## config.mk

```make
export PLATFORM = sky130hd
export DESIGN_NAME = power_sample_logger
export DESIGN_NICKNAME = d
export VERILOG_FILES = /design/src/rtl/power_sample_logger.sv
export SDC_FILE = /design/constraint.sdc
export NUM_CORES = 1
export LEC_CHECK = 0
export BUFFER_PORTS_ARGS = -buffer_cell sky130_fd_sc_hd__buf_2
export CAP_MARGIN = 20
export CORE_MARGIN = 2
export CORE_UTILIZATION = 50
export DETAILED_ROUTE_END_ITERATION = 7
export MAX_ROUTING_LAYER = met4
export PLACE_DENSITY = 0.82
export SLEW_MARGIN = 40
export SYNTH_ARGS = -nofsm -noshare
export SYNTH_HDL_FRONTEND = slang
export SYNTH_SLANG_ARGS = --single-unit
```

## constraint.sdc

```tcl
create_clock -name i_clk -period 2.55 [get_ports i_clk]
set_input_delay 0.3825 -clock i_clk [delete_from_list [all_inputs] [get_ports i_clk]]
set_output_delay 0.3825 -clock i_clk [all_outputs]
set_load 0.05 [all_outputs]
```

## src/rtl/power_sample_logger.sv

```systemverilog
// Packs pairs of 16-bit power samples into 32-bit words and writes them into a RAM ring region.
// Optional: define POWER_SAMPLE_LOGGER_STOP_ON_FULL_EN to stop at DONE once DEPTH words are written.
module power_sample_logger #(
  parameter int unsigned BASE_ADDR = 0,
  parameter int unsigned DEPTH     = 30000,
  parameter int unsigned ADDR_W    = 15
) (
  input  logic              i_clk,
  input  logic              i_reset,
  input  logic              i_start,
  input  logic              i_stop,
  input  logic              i_s_valid,
  input  logic [15:0]       i_s_data,
  output logic              o_s_ready,
  input  logic              i_mem_grant,
  output logic [ADDR_W-1:0] o_mem_address,
  output logic [3:0]        o_mem_byteenable,
  output logic              o_mem_chipselect,
  output logic              o_mem_write,
  output logic [31:0]       o_mem_writedata,
  output logic              o_mem_clken,
  output logic [ADDR_W-1:0] o_wr_ptr,
  output logic [15:0]       o_word_count,
  output logic              o_busy,
  output logic              o_wrapped
);

  localparam logic [ADDR_W-1:0] BaseAddr = ADDR_W'(BASE_ADDR);
  localparam logic [ADDR_W-1:0] LastAddr = ADDR_W'(BASE_ADDR + DEPTH - 1);
  localparam logic [15:0]       DepthCnt = 16'(DEPTH);

  typedef enum logic [1:0] {StIdle, StRun, StFlush, StDone} state_e;

  state_e              r_state, w_state_d;
  logic [15:0]         r_half, w_half_d;
  logic                r_half_valid, w_half_valid_d;
  logic [31:0]         r_pend_data, w_pend_data_d;
  logic [3:0]          r_pend_be, w_pend_be_d;
  logic                r_pend_valid, w_pend_valid_d;
  logic [ADDR_W-1:0]   r_wr_ptr, w_wr_ptr_d;
  logic [15:0]         r_word_count, w_word_count_d;
  logic                r_wrapped, w_wrapped_d;

  logic w_full;
  logic w_write_fire;
  logic w_s_ready;
  logic w_accept;

`ifdef POWER_SAMPLE_LOGGER_STOP_ON_FULL_EN
  assign w_full = (r_word_count == DepthCnt);
`else
  assign w_full = 1'b0;
`endif

  // Writes are suppressed in the reset cycle and once a stop-on-full ring is complete.
  assign w_write_fire = r_pend_valid & i_mem_grant & ~i_reset & ~w_full;
  assign w_s_ready    = (r_state == StRun) & ~(r_half_valid & r_pend_valid & ~w_write_fire) &
                        ~w_full & ~i_reset;
  assign w_accept     = i_s_valid & w_s_ready;

  always_comb begin
    w_state_d      = r_state;
    w_half_d       = r_half;
    w_half_valid_d = r_half_valid;
    w_pend_data_d  = r_pend_data;
    w_pend_be_d    = r_pend_be;
    w_pend_valid_d = r_pend_valid;
    w_wr_ptr_d     = r_wr_ptr;
    w_word_count_d = r_word_count;
    w_wrapped_d    = r_wrapped;

    if (w_write_fire) begin
      w_pend_valid_d = 1'b0;
      if (r_wr_ptr == LastAddr) begin
        w_wr_ptr_d = BaseAddr;
`ifndef POWER_SAMPLE_LOGGER_STOP_ON_FULL_EN
        w_wrapped_d = 1'b1;
`endif
      end else begin
        w_wr_ptr_d = r_wr_ptr + 1'b1;
      end
      if (r_word_count != DepthCnt) begin
        w_word_count_d = r_word_count + 16'd1;
      end
    end

    unique case (r_state)
      StIdle, StDone: begin
        if (i_start) begin
          w_state_d      = StRun;
          w_wr_ptr_d     = BaseAddr;
          w_word_count_d = 16'd0;
          w_wrapped_d    = 1'b0;
          w_half_valid_d = 1'b0;
          w_pend_valid_d = 1'b0;
        end
      end
      StRun: begin
        if (w_accept) begin
          if (!r_half_valid) begin
            w_half_d       = i_s_data;
            w_half_valid_d = 1'b1;
          end else begin
            w_pend_data_d  = {i_s_data, r_half};
            w_pend_be_d    = 4'b1111;
            w_pend_valid_d = 1'b1;
            w_half_valid_d = 1'b0;
          end
        end
        // With nothing left to drain, skip FLUSH entirely.
        if (i_stop) begin
          w_state_d = (!w_half_valid_d && !w_pend_valid_d) ? StIdle : StFlush;
        end
        if (w_full) begin
          w_state_d      = StDone;
          w_half_valid_d = 1'b0;
          w_pend_valid_d = 1'b0;
        end
      end
      StFlush: begin
        if (r_half_valid && (!r_pend_valid || w_write_fire)) begin
          w_pend_data_d  = {16'h0000, r_half};
          w_pend_be_d    = 4'b0011;
          w_pend_valid_d = 1'b1;
          w_half_valid_d = 1'b0;
        end
        if (!w_half_valid_d && !w_pend_valid_d) begin
          w_state_d = StIdle;
        end
        if (w_full) begin
          w_state_d      = StDone;
          w_half_valid_d = 1'b0;
          w_pend_valid_d = 1'b0;
        end
      end
      default: w_state_d = StIdle;
    endcase
  end

  always_ff @(posedge i_clk) begin
    if (i_reset) begin
      r_state      <= StIdle;
      r_half       <= 16'h0000;
      r_half_valid <= 1'b0;
      r_pend_data  <= 32'h0000_0000;
      r_pend_be    <= 4'b0000;
      r_pend_valid <= 1'b0;
      r_wr_ptr     <= BaseAddr;
      r_word_count <= 16'd0;
      r_wrapped    <= 1'b0;
    end else begin
      r_state      <= w_state_d;
      r_half       <= w_half_d;
      r_half_valid <= w_half_valid_d;
      r_pend_data  <= w_pend_data_d;
      r_pend_be    <= w_pend_be_d;
      r_pend_valid <= w_pend_valid_d;
      r_wr_ptr     <= w_wr_ptr_d;
      r_word_count <= w_word_count_d;
      r_wrapped    <= w_wrapped_d;
    end
  end

  assign o_s_ready        = w_s_ready;
  assign o_mem_address    = r_wr_ptr;
  assign o_mem_byteenable = r_pend_be;
  assign o_mem_chipselect = w_write_fire;
  assign o_mem_write      = w_write_fire;
  assign o_mem_writedata  = r_pend_data;
  assign o_mem_clken      = 1'b1;
  assign o_wr_ptr         = r_wr_ptr;
  assign o_word_count     = r_word_count;
  assign o_busy           = (r_state == StRun) || (r_state == StFlush);
  assign o_wrapped        = r_wrapped;

endmodule

```

* After elaboration in Yosys (flattened, before gate mapping)
Index checks and enable logic that the tools add are counted.
** Word-level totals
- Output and inout port bits :: 88
- Bits in registers :: 88
- Bits of input ports :: 22
** Cells by class
- Eq/ne operators :: 11
- Add/sub/neg operators :: 2
- Mux-type cells :: 40
- Bitwise logic cells :: 11
- Reductions and logical operators :: 16
** Operator list (count)
- 2-to-1 mux 32 bit :: 3
- 2-to-1 mux 16 bit :: 4
- case mux 32 bit (2 select lines) :: 1
- 2-to-1 mux 15 bit :: 4
- 2-to-1 mux 1 bit :: 17
- adder 16 x 1 -> 16 bit, second input constant :: 1
- inequality test 16 x 15 -> 1 bit, second input constant :: 1
- adder 15 x 1 -> 15 bit, second input constant :: 1
- == test 15 bit, second input constant :: 1
- 2-to-1 mux 4 bit :: 3
- inequality test 2 bit, second input constant :: 6
- 2-to-1 mux 2 bit :: 4
- case mux 4 bit (2 select lines) :: 1
- bitwise AND 1 bit :: 7
- case mux 1 bit (3 select lines) :: 2
- case mux 2 bit (3 select lines) :: 1
- AND reduction 3 bit :: 2
- zero test 1 bit :: 5
- == test 2 bit, second input constant :: 2
- NOT 1 bit :: 4
- AND reduction 4 bit :: 1
- logical AND 1 bit :: 3
- == test 2 x 1 -> 1 bit, second input constant :: 1
- zero test 2 bit :: 1
- other kinds (3) :: 4

* Longest topological paths before layout
- Word-level depth :: 15
- Mapped depth :: 11
- Gate-level depth less buffers :: 9

* Least setup slack after synthesis
Ideal clock, no wire load.
- Path type :: input to register
- From :: in i_reset
- To :: reg r_half[0]
- Stages on the path :: 11
- Data arrival time :: 2.726 ns
- Setup slack :: -0.246 ns
- Path through :: clkbuf_1 inv_1 nand2_1 a31oi_1 and2_1 ha_1 and2_1 clkbuf_1 clkbuf_1 nand2_1 a21oi_1
** On the way
- Cells in the longest elaborated chain, start to end :: 9
** Ends and longest elaborated chain
- start, declared :: RTL line 9 : input logic i_reset,
- NOT 1 bit * :: RTL line 56, 58
- bitwise AND 1 bit :: RTL line 56 : assign w_write_fire = r_pend_valid & i_mem_grant & ~i_reset & ~w_full;
- NOT 1 bit :: RTL line 57 : assign w_s_ready = (r_state == StRun) & ~(r_half_valid & r_pend_valid & ~w_write_fire) &
- bitwise AND 1 bit :: RTL line 57
- NOT 1 bit :: RTL line 57
- bitwise AND 1 bit :: RTL line 57
- bitwise AND 1 bit * :: RTL line 58 : ~w_full & ~i_reset;
- net o_s_ready :: RTL line 14 : output logic o_s_ready,
- bitwise AND 1 bit * :: RTL line 59 : assign w_accept = i_s_valid & w_s_ready;
- AND reduction 3 bit (no source line) *
- end signal, assigned :: RTL line 153 : r_half <= w_half_d;
- end, declared :: RTL line 35 : logic [15:0] r_half, w_half_d;
Mark *: on every way through the listed nets, which the timed path passes. The rest lies on a longest branch.
A chain may end at the register's enable or synchronous reset.

* Worst setup path after layout
- From :: reg r_state[0]
- To :: reg r_half[0]
** On the way
- Cells in the longest elaborated chain, start to end :: 5
** Ends and longest elaborated chain
- start, declared :: RTL line 34 : state_e r_state, w_state_d;
- start signal, assigned :: RTL line 142 : r_state <= StIdle;
- start signal, assigned :: RTL line 152 : r_state <= w_state_d;
- == test 2 x 1 -> 1 bit * :: RTL line 57, 87
- bitwise AND 1 bit :: RTL line 57
- bitwise AND 1 bit :: RTL line 58
- bitwise AND 1 bit :: RTL line 59
- AND reduction 3 bit (no source line) *
Mark *: on every way between the ends. The rest lies on a longest branch, timed or not.

==> impl_metrics.toml <==
[layout]
antennaDiodeCount = 0
area_delta_synth_final_pct = 18.70
drive_gt1_frac = 0.2581
nNetsFinal = 577

[pwr]
p_seq_frac = 0.546
p_clk_frac = 0.408
vdd_drop_max_v = 0.0003095
p_comb_frac = 0.046
p_int_uw = 1858
power_density_nw_per_um2 = 544.2
swShare = 0.2471
p_sw_uw = 609.8
p_leak_uw = 0.001815

[critical_path]
end_kind = "register"
start_kind = "register"
max_stage_delay_ps = 500
cp.required_ps = 2830
cp_max_fo = 16
path_cells = "ha_1, nand2_1, a31oi_2, and2_1, ha_1, and2_1, nand2_1, a21oi_1"
crit_family = "simple AND/OR/NAND/NOR gates"
arrival_ps = 2400
cp_slowest_cell = "and2_1"
critPathKind = "register to register"
critical_path.n_buffers_inverters = 0

[floorplanning]
die_y_um = 91.42
die_area_sq_um = 8358
num_io_pins = 110
die_w_um = 91.42
core_sq_um = 7331
initial_core_util = 0.5212
placementRows = 31

[placed_design]
dp_slack_ps = 294.6
dpl.hpwl_um = 6533
globalplace.congestion = 0.9066
io_buffers = 108

[drt]
wl_um = 9300
drtPass1Iterations = 4
via_per_inst = 5.343
vias = 3489
drtIter0Drc = 204
wl_per_cell_um = 14.24
drc = 0
ant_nets = 0

[timing]
hold_violations = 0
rsz0062_at_grt = "no"
slew_headroom = 0.5996
fin_crit_sh = 0.8344
skew_ps = 15.28
finalCriticalPeriod_ps = 2128
report.final.slew_viol_count = 0
worst_pin_slew_ps = 600.6
setup_tns_ps = 0
setup_viol = 0
layout_setup_ws_ps = 422.3
max_clock_freq_mhz = 470.0

[synth]
ys_ff_latch = 86
synth_area_leaders = "dfxtp_1 (45%), nand2_1 (9.9%), a21oi_1 (8.0%)"
synthCells = 463
synthAdderAreaFrac = 0.01965
synth_common_cells = "nand2_1 (101), dfxtp_1 (86), a21oi_1 (61)"
synth_fp_nets = 491
synth_top_area_cell = "dfxtp_1"
yosysMostFrequentCell = "nand2_1"
yosys.area.top_type_share = 0.4506
avgSynthCellArea_sq_um = 8.253
synth_top_family_by_area = "simple AND/OR/NAND/NOR gates"
ys.flop_type = "dfxtp_1"
synth-simple-area-share = 0.2796
yosys_warnings = 0
synthMuxAreaShare = 0
synth_edf_count = 0
async_reset_ff_frac = 0
synth-compound-area-share = 0.1303
synth_xor_area_frac = 0.04813
synth_area_sq_um = 3821
ys_seq_area_frac = 0.4506
ys_types = 46

[outcome]
status = "finished clean"

[clock_tree]
cts_tree = "done"
cts-root-buf = "clkbuf_8"
clk_pin_slew_ps = 100
clockBufferDepth = 2
clock_latency_ps = 350
post_cts_buffers = 0
cts_max_level = 3
cts_buffers = 9
postCtsResizedCells = 0
postCtsHoldBufs = 0
cts_sinks = 86

[global_routing]
grt_max_degree = 53
grt_use_total = 0.2283
antenna_found_initial = 0
gr-total-overflow = 0
grt_pass1_vias = 3108
grt_pass1_wl_um = 15240

[min_path]
holdCritPathClass = "input pin to register"

[run]
cap_violations = 0
==> flip-flops by register name, summed over array words and instances, names as in the netlist <==
name	count
r_half	16
o_mem_writedata	32
o_mem_address	15
o_word_count	16
o_wrapped	1
r_pend_valid	1
o_mem_byteenable	2
r_state	2
r_half_valid	1
==> worst min-delay path: cells and delay by family <==
family | cells | cell delay (ps)
buffers and inverters | 1 | 110
AND/OR/NAND/NOR | 1 | 50
AO/OA/AOI/OAI | 1 | 50
==> power groups by stage <==
| stage | Combinational [uW] | Clock, uW | Sequential [uW] |
|---|---|---|---|
| finish | 113 | 1010 | 1350 |
| global placement | 110 | 0 | 1380 |
| floorplan | 69.6 | 0 | 1380 |
| detailed placement | 112 | 0 | 1380 |
| CTS | 112 | 1030 | 1350 |
| global route | 123 | 1080 | 1350 |
==> worst paths after layout <==
check,startpoint,to,slack [ps],cells after the start
setup / recovery,r_state[0],r_half[0],420,8
hold / removal,i_s_data[5],r_half[5],270,3
setup reg to reg,r_state[0],r_half[0],420,8
hold reg to reg,r_half[4],o_mem_writedata[4],450,2
==> cell type report <==
type	instances	area, sq um
Inverter	10	37.54
Sequential cell	86	1722
Fill cell	665	2795
Multi-Input combinational cell	326	1837
Clock buffer	9	123.9
Clock inverter	7	91.34
Timing Repair Buffer	116	600.6
Tap cell	99	123.9
==> per-stage QoR <==
stage | instances | total power, uW | hold slack [ps] | util | area, sq um
global placement | 637 | 1489 | 436.9 | 0.5892 | 4319
CTS | 653 | 2488 | 254.8 | 0.6187 | 4536
floorplan | 463 | 1449 | 432.1 | - | 3827
finish | 653 | 2468 | 269.2 | 0.6187 | 4536
global route | 653 | 2557 | 257.5 | 0.6187 | 4536
detailed placement | 637 | 1491 | 443.0 | 0.5894 | 4320
==> routing by layer <==
metal | track usage | up-vias | part of all wire
met5 | - | - | 0
met2 | 0.3511 | 99 | 0.48
li1 | - | 1734 | -
met3 | 0.04481 | 17 | 0.050
met1 | 0.2989 | 1639 | 0.45
met4 | 0.08333 | 0 | 0.018
==> kinds of logic after synthesis <==
group / count (synthesis)
buf+inv: 51
fa+ha+maj: 6
flops: 86
xor+xnor: 21
simple gates: 214
other cells: 1
compound gates: 84
==> cells in the final DEF (no fill, tap or decap), types with 6 or more instances in the layout <==
cell	synthesis	final
clkbuf_8	0	9
nand2_1	101	101
a21oi_1	61	61
dfxtp_1	86	86
nand3b_1	18	18
buf_4	19	8
nand3_1	10	10
xnor2_1	16	16
ha_1	6	6
nand4_1	6	6
inv_1	9	9
nor4_1	9	9
nor3_1	8	8
and2_1	6	6
nor2_1	28	28
buf_2	6	108
o21ai_0	6	6
Note: power is estimated with default switching activity, not from simulation.
